## src/rtl/iologic_dly_sched.sv

```systemverilog
// Round-robin scheduler that drives IOLOGIC delay lanes with loadn/move/dir strobes,
// one lane at a time, inserting a fixed settle gap after every strobe.
module iologic_dly_sched #(
    parameter int unsigned LANES  = 4,
    parameter int unsigned STEP_W = 7,
    parameter int unsigned SETTLE = 3
) (
    input  logic                      clk,
    input  logic                      rst_n,
    input  logic [LANES-1:0]          req,
    input  logic [LANES-1:0]          req_load,
    input  logic [LANES-1:0]          req_dir,
    input  logic [LANES*STEP_W-1:0]   req_steps,
    input  logic [LANES-1:0]          dly_cflag,
    output logic [LANES-1:0]          dly_loadn,
    output logic [LANES-1:0]          dly_move,
    output logic [LANES-1:0]          dly_dir,
    output logic [LANES-1:0]          ack,
    output logic [LANES-1:0]          err,
    output logic                      busy
);

    localparam int unsigned LW = (LANES > 1) ? $clog2(LANES) : 1;
    localparam int unsigned SW = 4;

    typedef enum logic [2:0] {
        S_IDLE   = 3'd0,
        S_SETUP  = 3'd1,
        S_PULSE  = 3'd2,
        S_SETTLE = 3'd3,
        S_DONE   = 3'd4
    } state_t;

    state_t              state_q, state_d;
    logic [LW-1:0]       grant_q, grant_d;
    logic                load_q, load_d;
    logic                dir_q, dir_d;
    logic [STEP_W-1:0]   cnt_q, cnt_d;
    logic [SW-1:0]       scnt_q, scnt_d;
    logic                flag_q, flag_d;
    logic [LANES-1:0]    loadn_q, loadn_d;
    logic [LANES-1:0]    move_q, move_d;
    logic [LANES-1:0]    dir_out_q, dir_out_d;
    logic [LANES-1:0]    ack_q, ack_d;
    logic [LANES-1:0]    err_q, err_d;
    logic                busy_q, busy_d;

    // A lane whose ack is on the wire is still holding req for this cycle; mask it.
    logic [LANES-1:0]    req_eff;
    logic                found;
    int unsigned         sel_idx;
    logic                flag_nxt;

    assign req_eff = req & ~ack_q;

    // Round-robin search starting at the lane after the last grant.
    always_comb begin
        found   = 1'b0;
        sel_idx = 0;
        for (int unsigned k = 1; k <= LANES; k++) begin
            int unsigned idx;
            idx = (int'(grant_q) + k) % LANES;
            if (!found && req_eff[LW'(idx)]) begin
                found   = 1'b1;
                sel_idx = idx;
            end
        end
    end

    // Next-state and registered-output decode.
    always_comb begin
        state_d   = state_q;
        grant_d   = grant_q;
        load_d    = load_q;
        dir_d     = dir_q;
        cnt_d     = cnt_q;
        scnt_d    = scnt_q;
        flag_d    = flag_q;
        flag_nxt  = flag_q;
        loadn_d   = '1;
        move_d    = '0;
        dir_out_d = dir_out_q;
        ack_d     = '0;
        err_d     = '0;

        case (state_q)
            S_IDLE: begin
                if (found) begin
                    grant_d = LW'(sel_idx);
                    load_d  = req_load[LW'(sel_idx)];
                    dir_d   = req_dir[LW'(sel_idx)];
                    cnt_d   = req_steps[sel_idx*STEP_W +: STEP_W];
                    flag_d  = 1'b0;
                    // Loads need no direction setup, so they strobe on the next cycle.
                    state_d = req_load[LW'(sel_idx)] ? S_PULSE : S_SETUP;
                end
            end
            S_SETUP: begin
                dir_out_d[grant_q] = dir_q;
                state_d = (cnt_q == '0) ? S_DONE : S_PULSE;
            end
            S_PULSE: begin
                if (load_q) begin
                    loadn_d[grant_q] = 1'b0;
                end else begin
                    move_d[grant_q] = 1'b1;
                    cnt_d = cnt_q - STEP_W'(1);
                end
                scnt_d  = '0;
                state_d = S_SETTLE;
            end
            S_SETTLE: begin
                flag_nxt = flag_q | (~load_q & dly_cflag[grant_q]);
                flag_d   = flag_nxt;
                if (scnt_q == SW'(SETTLE - 1)) begin
                    state_d = (load_q || flag_nxt || cnt_q == '0) ? S_DONE : S_PULSE;
                end else begin
                    scnt_d = scnt_q + SW'(1);
                end
            end
            S_DONE: begin
                ack_d[grant_q] = 1'b1;
                err_d[grant_q] = flag_q;
                state_d = S_IDLE;
            end
            default: state_d = S_IDLE;
        endcase

        busy_d = (state_d != S_IDLE);
    end

    always_ff @(posedge clk or negedge rst_n) begin
        if (!rst_n) begin
            state_q   <= S_IDLE;
            grant_q   <= LW'(LANES - 1);
            load_q    <= 1'b0;
            dir_q     <= 1'b0;
            cnt_q     <= '0;
            scnt_q    <= '0;
            flag_q    <= 1'b0;
            loadn_q   <= '1;
            move_q    <= '0;
            dir_out_q <= '0;
            ack_q     <= '0;
            err_q     <= '0;
            busy_q    <= 1'b0;
        end else begin
            state_q   <= state_d;
            grant_q   <= grant_d;
            load_q    <= load_d;
            dir_q     <= dir_d;
            cnt_q     <= cnt_d;
            scnt_q    <= scnt_d;
            flag_q    <= flag_d;
            loadn_q   <= loadn_d;
            move_q    <= move_d;
            dir_out_q <= dir_out_d;
            ack_q     <= ack_d;
            err_q     <= err_d;
            busy_q    <= busy_d;
        end
    end

    assign dly_loadn = loadn_q;
    assign dly_move  = move_q;
    assign dly_dir   = dir_out_q;
    assign ack       = ack_q;
    assign err       = err_q;
    assign busy      = busy_q;

endmodule

```

## config.mk

```make
export PLATFORM = sky130hd
export DESIGN_NAME = iologic_dly_sched
export DESIGN_NICKNAME = d
export VERILOG_FILES = /design/src/rtl/iologic_dly_sched.sv
export SDC_FILE = /design/constraint.sdc
export NUM_CORES = 1
export LEC_CHECK = 0
export ABC_AREA = 1
export BUFFER_PORTS_ARGS = -buffer_cell sky130_fd_sc_hd__buf_4
export CORE_UTILIZATION = 61
export CTS_BUF_LIST = sky130_fd_sc_hd__clkbuf_16
export DETAILED_ROUTE_END_ITERATION = 8
export PLACE_DENSITY = 0.95
export SLEW_MARGIN = 30
export SYNTH_ARGS = -nofsm -noshare
export SYNTH_HDL_FRONTEND = slang
export SYNTH_SLANG_ARGS = --single-unit
```

## constraint.sdc

```tcl
create_clock -name clk -period 5.9 [get_ports clk]
set_clock_uncertainty 0.15 [all_clocks]
set_input_delay 0.885 -clock clk [delete_from_list [all_inputs] [get_ports clk]]
set_output_delay 0.885 -clock clk [all_outputs]
set_load 0.05 [all_outputs]
```

==> impl_metrics.env, run 1 <==
export IMPL_slowest_delay_ps=690
export IMPL_antenna_found_initial=0
export IMPL_die_h_um=76.61
export IMPL_crit_path_end_kind="register"
export IMPL_cp_data_arrival_time_ps=4930
export IMPL_crit_type="reg2reg"
export IMPL_setup_viol=0
export IMPL_relSlewSlack=0.5245
export IMPL_ant_nets=0
export IMPL_ys_seq_area_frac=0.2970
export IMPL_port_buffers=66
export IMPL_gp_congestion=0.9967
export IMPL_layout_worst_path_cycle_share=0.8309
export IMPL_min_path_type="reg2reg"
export IMPL_layout_commonest_cell="nand2_1"
export IMPL_ys_warn_count=0
export IMPL_post_cts_buffers=0
export IMPL_layout_nets=655
export IMPL_wirelength_mm=10.65
export IMPL_mostFrequentLayoutCells="183 x nand2_1, 128 x nand3_1, 67 x buf_4"
export IMPL_via_per_inst=6.070
export IMPL_synth_seq_cells=40
export IMPL_max_freq_mhz=204.0
export IMPL_clock_path_buffers=2
export IMPL_root_buffer="clkbuf_16"
export IMPL_synth_area_um2=3396
export IMPL_cap_violations=0
export IMPL_via_count=4061
export IMPL_rsz0062_at_grt="no"
export IMPL_overflow=0
export IMPL_syn_to_final_growth_pct=19.20
export IMPL_syn_nets=596
export IMPL_die_w_um=76.61
export IMPL_worstSkewPairLatency_ps=280
export IMPL_path_clk_slew_ps=60
export IMPL_path_delay_family="simple AND/OR/NAND/NOR gates"
export IMPL_synth_edf_count=0
export IMPL_post_cts_resized=0
export IMPL_hold_violations=0
export IMPL_syn_inst=539
export IMPL_required_ps=5930
export IMPL_crit_chain="inv_6, ha_1, inv_1, nand3_1, nand2_1, nand4_4, nand3_4, inv_2, ha_1, buf_4, inv_1, nand3_1, nand2_1, nand2_1, nand3_1, nand2_1, nand2_1, nand2_1, nand2_1, nand2_1"
export IMPL_worst_path_buf_inv=5
export IMPL_track_usage=0.3783
export IMPL_fin_crit_ps=4902
export IMPL_core_area_um2=5238
export IMPL_tritoncts="yes"
export IMPL_wl_per_cell_um=15.92
export IMPL_synth_ff_type="dfrtp_1"
export IMPL_numCtsBuffers=5
export IMPL_synth_area_per_cell_um2=6.300
export IMPL_floorplan_initialDensity=0.6484
export IMPL_first_iter_violations=504
export IMPL_cp_start_kind="register"
export IMPL_cp_max_fo=36
export IMPL_num_antenna_cells=0
export IMPL_clkSinkCount=40
export IMPL_grt_pass1_vias=3630
export IMPL_htreeDepth=2
export IMPL_firstDrtPassIters=7
export IMPL_yosysUniqueCellTypes=41
export IMPL_drive_gt1_frac=0.1619
export IMPL_crit_top_cell="nand2_1"
export IMPL_hpwl_mm=7.783
export IMPL_async_flop_share=1.000
export IMPL_worst_pin_slew_ps=710.7
export IMPL_dieArea_um2=5869
export IMPL_totalNegativeSetupSlack_ps=0
export IMPL_rows=26
export IMPL_drc_errors=0
export IMPL_grt_max_degree=41
export IMPL_io_pins=67
export IMPL_grt_pass1_wl_mm=17.44
export IMPL_status="finished clean"
export IMPL_hold_buffers=0
export IMPL_slew_viol_final=0
export IMPL_cp_slowest_cell="dfstp_2"
## tightest hold or removal path, delay by kind of cell, from the launching register on
family	cells	cell delay, ps
flops	1	350
compound gates	1	60
simple gates	1	50
## worst paths after layout
path,end,from,slack [ps],cells past startpoint
worst max-delay path,cnt_q[4]$_DFFE_PN0P_,grant_q[0]$_DFFE_PN1P_,1000,20
worst min-delay path,dly_dir[2]$_DFFE_PN0P_,dly_dir[2]$_DFFE_PN0P_,340,2
worst max register to register,cnt_q[4]$_DFFE_PN0P_,grant_q[0]$_DFFE_PN1P_,1000,20
worst min register to register,dly_dir[2]$_DFFE_PN0P_,dly_dir[2]$_DFFE_PN0P_,340,2
max in group asynchronous,grant_q[0]$_DFFE_PN1P_,rst_n,4820,1
min in group asynchronous,ack[0]$_DFF_PN0_,rst_n,420,1
## registers in the layout, summed over array words and instances (netlist names), 2 cells and up
signal / flops
scnt_q: 4
state_q: 3
ack: 4
dly_move: 4
err: 4
grant_q: 2
dly_loadn: 4
cnt_q: 7
dly_dir: 4
## cell families after synthesis
group | after synthesis | synth area share
flops | 40 | 0.2970
simple gates | 362 | 0.4716
buf+inv | 84 | 0.1091
xor+xnor | 2 | 0.005159
fa+ha+maj | 11 | 0.04053
mux | 1 | 0.002948
compound gates | 39 | 0.07369
## synthesized netlist by cell type (2+ instances only)
master / n / area [µm²]
nand3_1: 128 / 640.6
ha_1: 11 / 137.6
inv_2: 3 / 11.26
o211ai_1: 2 / 15.01
a21oi_1: 9 / 45.04
o31ai_1: 2 / 15.01
clkinv_1: 2 / 7.510
nor2_1: 32 / 120.1
nand3_2: 2 / 20.02
nand3b_1: 2 / 15.01
nand2_2: 3 / 18.77
or2_2: 2 / 12.51
dfstp_2: 6 / 157.7
buf_6: 6 / 67.56
dfrtp_1: 34 / 850.8
clkbuf_1: 5 / 18.77
nand2_1: 183 / 686.9
buf_2: 4 / 20.02
o21ai_0: 13 / 65.06
inv_1: 63 / 236.5
o21a_1: 2 / 15.01
nand4_1: 2 / 12.51
nor3_1: 5 / 25.02
## cell type report
cell class,instances,area [µm²]
clock buffers,5,125.1
inverters,69,264.0
multi-input cells,415,2017
flip-flops and latches,40,1008
fillers,392,1190
repair buffers,67,503.0
well taps,70,87.58
clock inverters,3,42.54
## routing by layer
layer  up-vias  GRT usage  share of wire
li1       1869          -              -
met1      1834     0.5285           0.40
met2       315     0.6045           0.46
met3        43    0.06826           0.11
met4         0    0.09808          0.026
met5         -          0              0
## stage by stage
stage | hold slack (ps) | area, µm² | std cells | setup WS (ps) | utilization
2_1_floorplan | 315.2 | 3396 | 539 | 2538 | -
3_3_place_gp | 321.1 | 3880 | 661 | 1299 | 0.7408
3_5_place_dp | 327.9 | 3880 | 661 | 1158 | 0.7408
4_1_cts | 342.0 | 4048 | 669 | 1120 | 0.7728
5_1_grt | 397.7 | 4048 | 669 | 717.3 | 0.7728
6_report | 340.8 | 4048 | 669 | 997.7 | 0.7728
Power of run 1 is left out: the tool's default activity adds up to more than one toggle a clock period on the data nets, which glitch-free logic cannot reach.
==> run 2: changes to the inputs <==
--- a/config.mk
+++ b/config.mk
@@ -7,10 +7,10 @@
 export LEC_CHECK = 0
 export ABC_AREA = 1
 export BUFFER_PORTS_ARGS = -buffer_cell sky130_fd_sc_hd__buf_4
-export CORE_UTILIZATION = 61
+export CORE_UTILIZATION = 51
 export CTS_BUF_LIST = sky130_fd_sc_hd__clkbuf_16
 export DETAILED_ROUTE_END_ITERATION = 8
-export PLACE_DENSITY = 0.95
+export PLACE_DENSITY = 0.89
 export SLEW_MARGIN = 30
 export SYNTH_ARGS = -nofsm -noshare
 export SYNTH_HDL_FRONTEND = slang
==> constraint.sdc (replaced) <==
create_clock -name clk -period 4 [get_ports clk]
set_clock_uncertainty 0.15 [all_clocks]
set_input_delay 0.6 -clock clk [delete_from_list [all_inputs] [get_ports clk]]
set_output_delay 0.6 -clock clk [all_outputs]
set_load 0.05 [all_outputs]
==> run 2 against run 1 <==
- die area rose by 19%
- sequential share of layout area fell by 0.37 points
- critical path type unchanged
- fmax rose by 33%
- design area rose by 1.5%
==> impl_metrics.env, run 2 (synthesis results as in run 1) <==
export IMPL_cp_data_arrival_time_ps=3760
export IMPL_crit_path_end_kind="register"
export IMPL_io_pins=67
export IMPL_setup_viol=0
export IMPL_dieArea_um2=6989
export IMPL_hpwl_mm=7.335
export IMPL_numCtsBuffers=5
export IMPL_cp_max_fo=8
export IMPL_crit_chain="inv_1, ha_2, nand3_1, o21ai_4, nand2_1, o31ai_1, o21ai_2, inv_2, ha_1, inv_1, nor2_2, nand3_1, nand2_1, inv_1, nand2_1, nand2_1, nand2_1, nand2_1, nand2_1, nand2_1, nand2_1"
export IMPL_layout_worst_path_cycle_share=0.9218
export IMPL_port_buffers=66
export IMPL_cap_violations=0
export IMPL_min_path_type="in2async"
export IMPL_overflow=0
export IMPL_drive_gt1_frac=0.1752
export IMPL_regMostFlops="cnt_q"
export IMPL_track_usage=0.2826
export IMPL_totalNegativeSetupSlack_ps=0
export IMPL_floorplan_initialDensity=0.5317
export IMPL_worst_path_buf_inv=4
export IMPL_largest_reg_flops=7
export IMPL_crit_type="reg2reg"
export IMPL_required_ps=4070
export IMPL_worst_pin_slew_ps=618.1
export IMPL_cp_slowest_cell="dfstp_2"
export IMPL_num_antenna_cells=0
export IMPL_first_iter_violations=269
export IMPL_drc_errors=0
export IMPL_fin_crit_ps=3687
export IMPL_rsz0062_at_grt="no"
export IMPL_via_per_inst=5.641
export IMPL_path_delay_family="simple AND/OR/NAND/NOR gates"
export IMPL_final_cells=682
export IMPL_slowest_delay_ps=580
export IMPL_antenna_found_initial=0
export IMPL_htreeDepth=2
export IMPL_post_place_cells=674
export IMPL_root_buffer="clkbuf_16"
export IMPL_whs_ps=134.9
export IMPL_layout_commonest_cell="nand2_1"
export IMPL_path_clk_slew_ps=60
export IMPL_wirelength_mm=9.635
export IMPL_crit_top_cell="nand2_1"
export IMPL_hold_violations=0
export IMPL_syn_to_final_growth_pct=21.00
export IMPL_slew_viol_final=0
export IMPL_grt_max_degree=41
export IMPL_mostFrequentLayoutCells="183 x nand2_1, 128 x nand3_1, 73 x buf_4"
export IMPL_ant_nets=0
export IMPL_relSlewSlack=0.5864
export IMPL_cp_start_kind="register"
export IMPL_via_count=3847
export IMPL_grt_pass1_vias=3625
export IMPL_status="finished clean"
export IMPL_die_w_um=83.60
export IMPL_worstSkewPairLatency_ps=280
export IMPL_die_h_um=83.60
export IMPL_tritoncts="yes"
export IMPL_core_area_um2=6386
export IMPL_clkSinkCount=40
export IMPL_grt_pass1_wl_mm=16.23
export IMPL_firstDrtPassIters=5
export IMPL_max_freq_mhz=271.2
export IMPL_gp_congestion=0.9727
export IMPL_post_cts_buffers=0
export IMPL_clock_path_buffers=2
export IMPL_wl_per_cell_um=14.13
export IMPL_layout_nets=661
export IMPL_rows=29
export IMPL_hold_buffers=0
[run 2: cell count changes in the layout (fill, tap and decap cells not counted)]
cell	delta
buf_4	+6
ha_1	-1
ha_2	+1
nor2_1	-2
nor2_2	+2
[run 2: area by class of cell]
type                            count  area, µm²
Tap cell                           77      96.34
Sequential cell                    40       1008
Timing Repair Buffer               73      548.0
Fill cell                         572       2277
Multi-Input combinational cell    415       2024
Inverter                           69      264.0
Clock buffer                        5      125.1
Clock inverter                      3      42.54
[run 2: timing repair]
item	4_1_cts	5_1_grt
endpoints found under the setup margin	0	6
gates resized for setup	0	3
hold endpoints to repair	0	0
[run 2: worst paths after layout]
path | from | endpoint | slack, ps | cells past startpoint
worst max-delay path | grant_q[1]$_DFFE_PN1P_ | cnt_q[0]$_DFFE_PN0P_ | 310 | 21
worst max register to register | grant_q[1]$_DFFE_PN1P_ | cnt_q[0]$_DFFE_PN0P_ | 310 | 21
worst min register to register | dly_dir[2]$_DFFE_PN0P_ | dly_dir[2]$_DFFE_PN0P_ | 350 | 2
min in group clk | dly_dir[2]$_DFFE_PN0P_ | dly_dir[2]$_DFFE_PN0P_ | 350 | 2
max in group asynchronous | rst_n | dly_loadn[0]$_DFF_PN1_ | 3210 | 1
worst min-delay path | rst_n | cnt_q[0]$_DFFE_PN0P_ | 130 | 1
[run 2: layer usage]
| layer | vias to the layer above | wire length (µm) | track usage |
|---|---|---|---|
| met4 | 0 | 289 | 0.09707 |
| met5 | - | 0 | 0 |
| met2 | 170 | 4849 | 0.5115 |
| li1 | 1881 | - | - |
| met3 | 32 | 534 | 0.03858 |
| met1 | 1764 | 3961 | 0.3421 |
[run 2: metrics by stage]
stage	worst slack, ps	area, µm²	util
after floorplan	638.3	3396	-
after global placement	397.8	3934	0.6160
after detailed placement	283.6	3934	0.6160
after CTS	242.4	4101	0.6422
after global routing	23.45	4109	0.6434
final	312.9	4109	0.6434
Power of run 2 is left out for the same reason.
